$ cat config.mk
export PLATFORM = sky130hd
export DESIGN_NAME = bottle_fill_sequencer
export DESIGN_NICKNAME = d
export VERILOG_FILES = /design/src/rtl/pill_line_pkg.sv /design/src/rtl/seq_timer.sv /design/src/rtl/bottle_fill_sequencer.sv
export SDC_FILE = /design/constraint.sdc
export NUM_CORES = 1
export LEC_CHECK = 0
export BUFFER_PORTS_ARGS = -buffer_cell sky130_fd_sc_hd__buf_2
export CELL_PAD_IN_SITES_DETAIL_PLACEMENT = 0
export CELL_PAD_IN_SITES_GLOBAL_PLACEMENT = 1
export CORE_ASPECT_RATIO = 0.75
export CORE_MARGIN = 1
export CORE_UTILIZATION = 25
export DETAILED_ROUTE_END_ITERATION = 12
export PLACE_DENSITY_LB_ADDON = 0.1
export SLEW_MARGIN = 40
export SYNTH_ARGS = -nofsm -noshare
export SYNTH_HDL_FRONTEND = slang
export SYNTH_SLANG_ARGS = --single-unit
$ cat constraint.sdc
create_clock -name clk_1khz -period 5.2 [get_ports clk_1khz]
set_input_delay 0.52 -clock clk_1khz [delete_from_list [all_inputs] [get_ports clk_1khz]]
set_output_delay 0.52 -clock clk_1khz [all_outputs]
set_load 0.02 [all_outputs]
$ cat src/rtl/pill_line_pkg.sv
// Shared definitions for the pill-bottling line: sequencer state encoding,
// fault codes and the counter widths also used by the setting/display logic.
package pill_line_pkg;

    localparam int unsigned PILL_W   = 10;
    localparam int unsigned BOTTLE_W = 7;

    // Encoding is visible on state_code, so the values are fixed.
    typedef enum logic [2:0] {
        StIdle   = 3'd0,
        StIndex  = 3'd1,
        StSettle = 3'd2,
        StFill   = 3'd3,
        StDrain  = 3'd4,
        StEject  = 3'd5,
        StDone   = 3'd6,
        StFault  = 3'd7
    } state_e;

    localparam logic [1:0] FaultNone   = 2'd0;
    localparam logic [1:0] FaultEstop  = 2'd1;
    localparam logic [1:0] FaultJam    = 2'd2;
    localparam logic [1:0] FaultStarve = 2'd3;

endpackage

$ cat src/rtl/seq_timer.sv
// Clearable, saturating up-counter with a ">= limit" compare, shared by all
// timed sequencer states.
module seq_timer #(
    parameter int unsigned W = 12
) (
    input  logic         clk_i,
    input  logic         rst_ni,
    input  logic         clr_i,
    input  logic [W-1:0] limit_i,
    output logic         reached_o
);

    logic [W-1:0] count_q, count_d;

    // Next count: clear wins, otherwise count up and stick at all-ones.
    always_comb begin
        count_d = count_q;
        if (clr_i) begin
            count_d = '0;
        end else if (count_q != '1) begin
            count_d = count_q + W'(1);
        end
    end

    // Count register.
    always_ff @(posedge clk_i or negedge rst_ni) begin
        if (!rst_ni) begin
            count_q <= '0;
        end else begin
            count_q <= count_d;
        end
    end

    assign reached_o = (count_q >= limit_i);

endmodule

$ cat src/rtl/bottle_fill_sequencer.sv
// Production-run sequencer for the pill-bottling line: indexes bottles in,
// fills each with the target pill count, ejects it, and repeats until the
// target bottle count is reached. Detects e-stop, jam and hopper starve.
module bottle_fill_sequencer
    import pill_line_pkg::*;
#(
    parameter int unsigned SETTLE_CYC = 50,
    parameter int unsigned JAM_CYC    = 3000,
    parameter int unsigned STARVE_CYC = 2000,
    parameter int unsigned TIMER_W    = 12
) (
    input  logic                clk_1khz,
    input  logic                switch_clr,
    input  logic                start,
    input  logic                ack,
    input  logic [PILL_W-1:0]   target_pills,
    input  logic [BOTTLE_W-1:0] target_bottles,
    input  logic                bottle_present,
    input  logic                pill_pulse,
    input  logic                hopper_empty,
    input  logic                estop,
    output logic                conveyor_run,
    output logic                gate_open,
    output logic [PILL_W-1:0]   now_pills,
    output logic [BOTTLE_W-1:0] now_bottles,
    output logic [2:0]          state_code,
    output logic [1:0]          fault_code,
    output logic                done
);

    // The timer reads 0 in the first cycle of a state, so a limit of N-1
    // makes the state last exactly N cycles before the exit edge.
    localparam logic [TIMER_W-1:0] SettleLim = TIMER_W'(SETTLE_CYC - 1);
    localparam logic [TIMER_W-1:0] JamLim    = TIMER_W'(JAM_CYC - 1);
    localparam logic [TIMER_W-1:0] StarveLim = TIMER_W'(STARVE_CYC - 1);

    state_e              state_q, state_d;
    logic [PILL_W-1:0]   pills_q, pills_d, pills_inc;
    logic [BOTTLE_W-1:0] bottles_q, bottles_d, bottles_inc;
    logic [PILL_W-1:0]   tgt_pills_q, tgt_pills_d;
    logic [BOTTLE_W-1:0] tgt_bottles_q, tgt_bottles_d;
    logic [1:0]          fault_q, fault_d;
    logic                conveyor_q, conveyor_d;
    logic                gate_q, gate_d;
    logic                done_q, done_d;

    logic [TIMER_W-1:0]  timer_limit;
    logic                timer_clr;
    logic                timer_hit;

    assign pills_inc   = pills_q + PILL_W'(1);
    assign bottles_inc = bottles_q + BOTTLE_W'(1);

    seq_timer #(
        .W (TIMER_W)
    ) u_timer (
        .clk_i     (clk_1khz),
        .rst_ni    (switch_clr),
        .clr_i     (timer_clr),
        .limit_i   (timer_limit),
        .reached_o (timer_hit)
    );

    // Next-state, counter and Moore-output logic; fault entry takes priority.
    always_comb begin
        state_d       = state_q;
        pills_d       = pills_q;
        bottles_d     = bottles_q;
        tgt_pills_d   = tgt_pills_q;
        tgt_bottles_d = tgt_bottles_q;
        fault_d       = fault_q;
        timer_limit   = SettleLim;

        unique case (state_q)
            StIdle: begin
                if (start && !estop && (target_pills != '0) && (target_bottles != '0)) begin
                    tgt_pills_d   = target_pills;
                    tgt_bottles_d = target_bottles;
                    pills_d       = '0;
                    bottles_d     = '0;
                    fault_d       = FaultNone;
                    state_d       = StIndex;
                end
            end
            StIndex: begin
                timer_limit = JamLim;
                if (estop) begin
                    fault_d = FaultEstop;
                    state_d = StFault;
                end else if (timer_hit) begin
                    fault_d = FaultJam;
                    state_d = StFault;
                end else if (bottle_present) begin
                    state_d = StSettle;
                end
            end
            StSettle: begin
                if (estop) begin
                    fault_d = FaultEstop;
                    state_d = StFault;
                end else if (timer_hit) begin
                    state_d = StFill;
                end
            end
            StFill: begin
                timer_limit = StarveLim;
                if (estop) begin
                    fault_d = FaultEstop;
                    state_d = StFault;
                end else if (hopper_empty || timer_hit) begin
                    fault_d = FaultStarve;
                    state_d = StFault;
                end else if (pill_pulse) begin
                    pills_d = pills_inc;
                    if (pills_inc == tgt_pills_q) begin
                        state_d = StDrain;
                    end
                end
            end
            StDrain: begin
                if (estop) begin
                    fault_d = FaultEstop;
                    state_d = StFault;
                end else if (timer_hit) begin
                    state_d = StEject;
                end
            end
            StEject: begin
                timer_limit = JamLim;
                if (estop) begin
                    fault_d = FaultEstop;
                    state_d = StFault;
                end else if (timer_hit) begin
                    fault_d = FaultJam;
                    state_d = StFault;
                end else if (!bottle_present) begin
                    bottles_d = bottles_inc;
                    pills_d   = '0;
                    state_d   = (bottles_inc == tgt_bottles_q) ? StDone : StIndex;
                end
            end
            StDone: begin
                if (ack) begin
                    pills_d   = '0;
                    bottles_d = '0;
                    state_d   = StIdle;
                end
            end
            StFault: begin
                if (ack && !estop) begin
                    pills_d   = '0;
                    bottles_d = '0;
                    fault_d   = FaultNone;
                    state_d   = StIdle;
                end
            end
            default: state_d = StIdle;
        endcase

        // A pill restarts the starve window; any state change restarts timing.
        timer_clr  = (state_d != state_q) || ((state_q == StFill) && pill_pulse);

        // Outputs are decoded from the next state so they move with it.
        conveyor_d = (state_d == StIndex) || (state_d == StEject);
        gate_d     = (state_d == StFill);
        done_d     = (state_d == StDone);
    end

    // State, counter, latched-target and output registers.
    always_ff @(posedge clk_1khz or negedge switch_clr) begin
        if (!switch_clr) begin
            state_q       <= StIdle;
            pills_q       <= '0;
            bottles_q     <= '0;
            tgt_pills_q   <= '0;
            tgt_bottles_q <= '0;
            fault_q       <= FaultNone;
            conveyor_q    <= 1'b0;
            gate_q        <= 1'b0;
            done_q        <= 1'b0;
        end else begin
            state_q       <= state_d;
            pills_q       <= pills_d;
            bottles_q     <= bottles_d;
            tgt_pills_q   <= tgt_pills_d;
            tgt_bottles_q <= tgt_bottles_d;
            fault_q       <= fault_d;
            conveyor_q    <= conveyor_d;
            gate_q        <= gate_d;
            done_q        <= done_d;
        end
    end

    assign conveyor_run = conveyor_q;
    assign gate_open    = gate_q;
    assign now_pills    = pills_q;
    assign now_bottles  = bottles_q;
    assign state_code   = state_q;
    assign fault_code   = fault_q;
    assign done         = done_q;

endmodule

==> metrics <==
outcome completed; Setup TNS Final 0 ns; post-synthesis net count 414; WL per Instance 17.0 microns; CTS resizes 0; ant diodes 0; first-pass GRT wire length 16700 microns; synthesis-to-layout area growth 16.8%; R2R Setup Slk 1.25 ns; register area share after synthesis 39.6%; Tot Pwr 0.00185 W; core area 13200 sq um; Hold WC Path Type input port to async pin; min cycle time layout 3.95 ns; CTS tree yes; Site Rows 36; DR vias/cell 5.03; Pwr Density 464 nW/um^2; routed wl met3 418 microns; Netlist cell types 56; CTS buffer count 5; number of max-cap violations 0; Post-synth EDFFs 0; Post-synth top cells 54 x dfrtp_1, 41 x nor2_1, 35 x nand2_1, 30 x o21ai_0; All-Layer GR Usage 15.5%; Post-Route WL 10100 microns; later-pin clock latency in the skew report 0.29 ns; #FFs+latches synth 54; hold bufs inserted after CTS 0; die width 137 microns; Detailed Routing Iterations Pass 1 4; fin. max-slew vios 0; CTS root buf clkbuf_16; die area 14100 sq um; clk buf depth 2; top_reg_cell synth dfrtp_1; largest net degree at the start of global routing 55; met2 wire len 3990 microns; worst r2r src state_code[1]$_DFF_PN0_; M1 WL 5620 microns; relative slew slack 64.6%; vias in the first global route 2969; number of port buffers 49; Worst-path clk slew 0.07 ns; initial core utilization 25.9%; synth warn 0; routed via count 2983; R2R depth 13; worst-path fanout max 21; Peak VDD IR 0.190 mV; cell taking the most area after synthesis dfrtp_1; post-synthesis cell count 382; Critical Path AT 4.13 ns; Clock Skew 0.00756 ns; Routed Antenna Nets 0; fin crit share 75.9%; DR iter-0 viols 206; FF-to-FF End now_pills[9]$_DFFE_PN0P_; gp weighted congestion 0.755; Leak 1.67 nW; WP buf/inv 2; syn_area_per_cell 8.92 sq um; nature of the critical path endpoint flop; post-synth top area share 39.6%; Slowest-stage cell, CP a221o_1; DP HPWL 7690 microns; CP Class flop to flop; clk sinks 54; most frequent cell after synthesis dfrtp_1; top layer used by detailed routing met4; die height 103 microns; Top Family by Delay on Critical Path compound AO/OA/AOI/OAI gates; postcts setup bufs 0; CP Data Required Time 5.38 ns; Final Hold Fails 0; CP Launch Type flop; IO Pins 50; final setup fails 0; Critical Path Source state_code[1]$_DFF_PN0_; post-layout util 30.3%; Synth Cell Area 3410 sq um; remaining global-route overflow 0; CP Cell Sequence buf_4 > nor2b_1 > and2_1 > inv_1 > ha_1 > o21ai_0 > o211ai_1 > a31oi_1 > o21ai_2 > or3_1 > a221o_1 > or2_0 > o41ai_1; initial antenna violation count 0; Synth area leaders dfrtp_1 40%, mux2_2 6.3%, xnor2_1 4.9%; htree depth 2; DRC viols 0; RSZ-0062 raised after global routing false; layout cell share with drive strength beyond 1 21.1%; Crit path largest cell delay 0.47 ns; Max Clk Rate 253 MHz; measured slew at the worst slew-check pin 0.526 ns; asr flop ratio synth 100%; Final nets 454
## layer usage
metal  GRT usage, %  up-vias
met5              0        -
met4           2.79        0
met2           22.1       75
li1               -     1475
met1           23.9     1431
met3           2.80        2
## cells by family (layout without fill, tap and decap cells)
kind of cell | Yosys count | after routing | synth area share, %
mux | 22 | 22 | 7.16
xor+xnor | 26 | 26 | 6.68
flops | 54 | 54 | 39.6
compound gates | 94 | 94 | 18.3
buf+inv | 29 | 69 | 3.45
fa+ha+maj | 7 | 7 | 2.57
simple gates | 150 | 150 | 22.2
## how the worst max path moves through the flow
stage | to | slack [ns] | cells past startpoint
floorplan | now_pills[6]$_DFFE_PN0P_ | 1.93 | 14
global placement | now_pills[5]$_DFFE_PN0P_ | 1.28 | 13
detailed placement | now_pills[9]$_DFFE_PN0P_ | 1.15 | 13
CTS | now_pills[9]$_DFFE_PN0P_ | 1.14 | 13
global route | now_pills[9]$_DFFE_PN0P_ | 0.95 | 13
finish | now_pills[9]$_DFFE_PN0P_ | 1.25 | 13
## power breakdown
part,internal (W),switching [W],total [W]
Clock,0.000175,0.000152,0.000327
Sequential,0.000526,0.000104,0.000630
Combinational,0.000365,0.000523,0.000889
Total,0.00107,0.000780,0.00185
## flip-flops by register name (all words and copies together) (netlist names)
register and flops:
now_bottles 7, u_timer.count_q 12, conveyor_run 1, tgt_bottles_q 7
fault_code 2, now_pills 10, tgt_pills_q 10, done 1
state_code 3, gate_open 1
## layout by cell type (no fill, tap or decap), drive strengths merged, types with 3 or more instances in the layout
master	n
mux2	19
or4	3
nor3	8
nand2	35
nor2b	6
nor2	41
xor2	7
inv	8
o41ai	4
nand2b	8
dfrtp	54
or3	5
nor3b	5
mux2i	3
a31oi	4
o211ai	3
nor4	7
o21ai	31
a21oi	13
nand4	5
o22ai	3
ha	7
o31ai	9
buf	54
nand3	15
and2	4
xnor2	19
a21o	3
and3	4
clkbuf	5
## per-stage QoR
step	hold WS, ns	area (sq um)	instances	setup WS (ns)
finish	0.217	3980	593	1.25
CTS	0.406	3950	592	1.14
global route	0.249	3980	593	0.945
detailed placement	0.468	3810	585	1.15
global placement	0.461	3810	585	1.28
floorplan	0.224	3410	382	1.93
## area by class of cell
cell class | instances | area (sq um)
fillers | 1418 | 9170
multi-input cells | 299 | 1950
flip-flops and latches | 54 | 1350
repair buffers | 54 | 295
well taps | 171 | 214
clock buffers | 5 | 125
inverters | 8 | 30.0
clock inverters | 2 | 10.0
No activity file was read; power rests on OpenSTA's default activity.
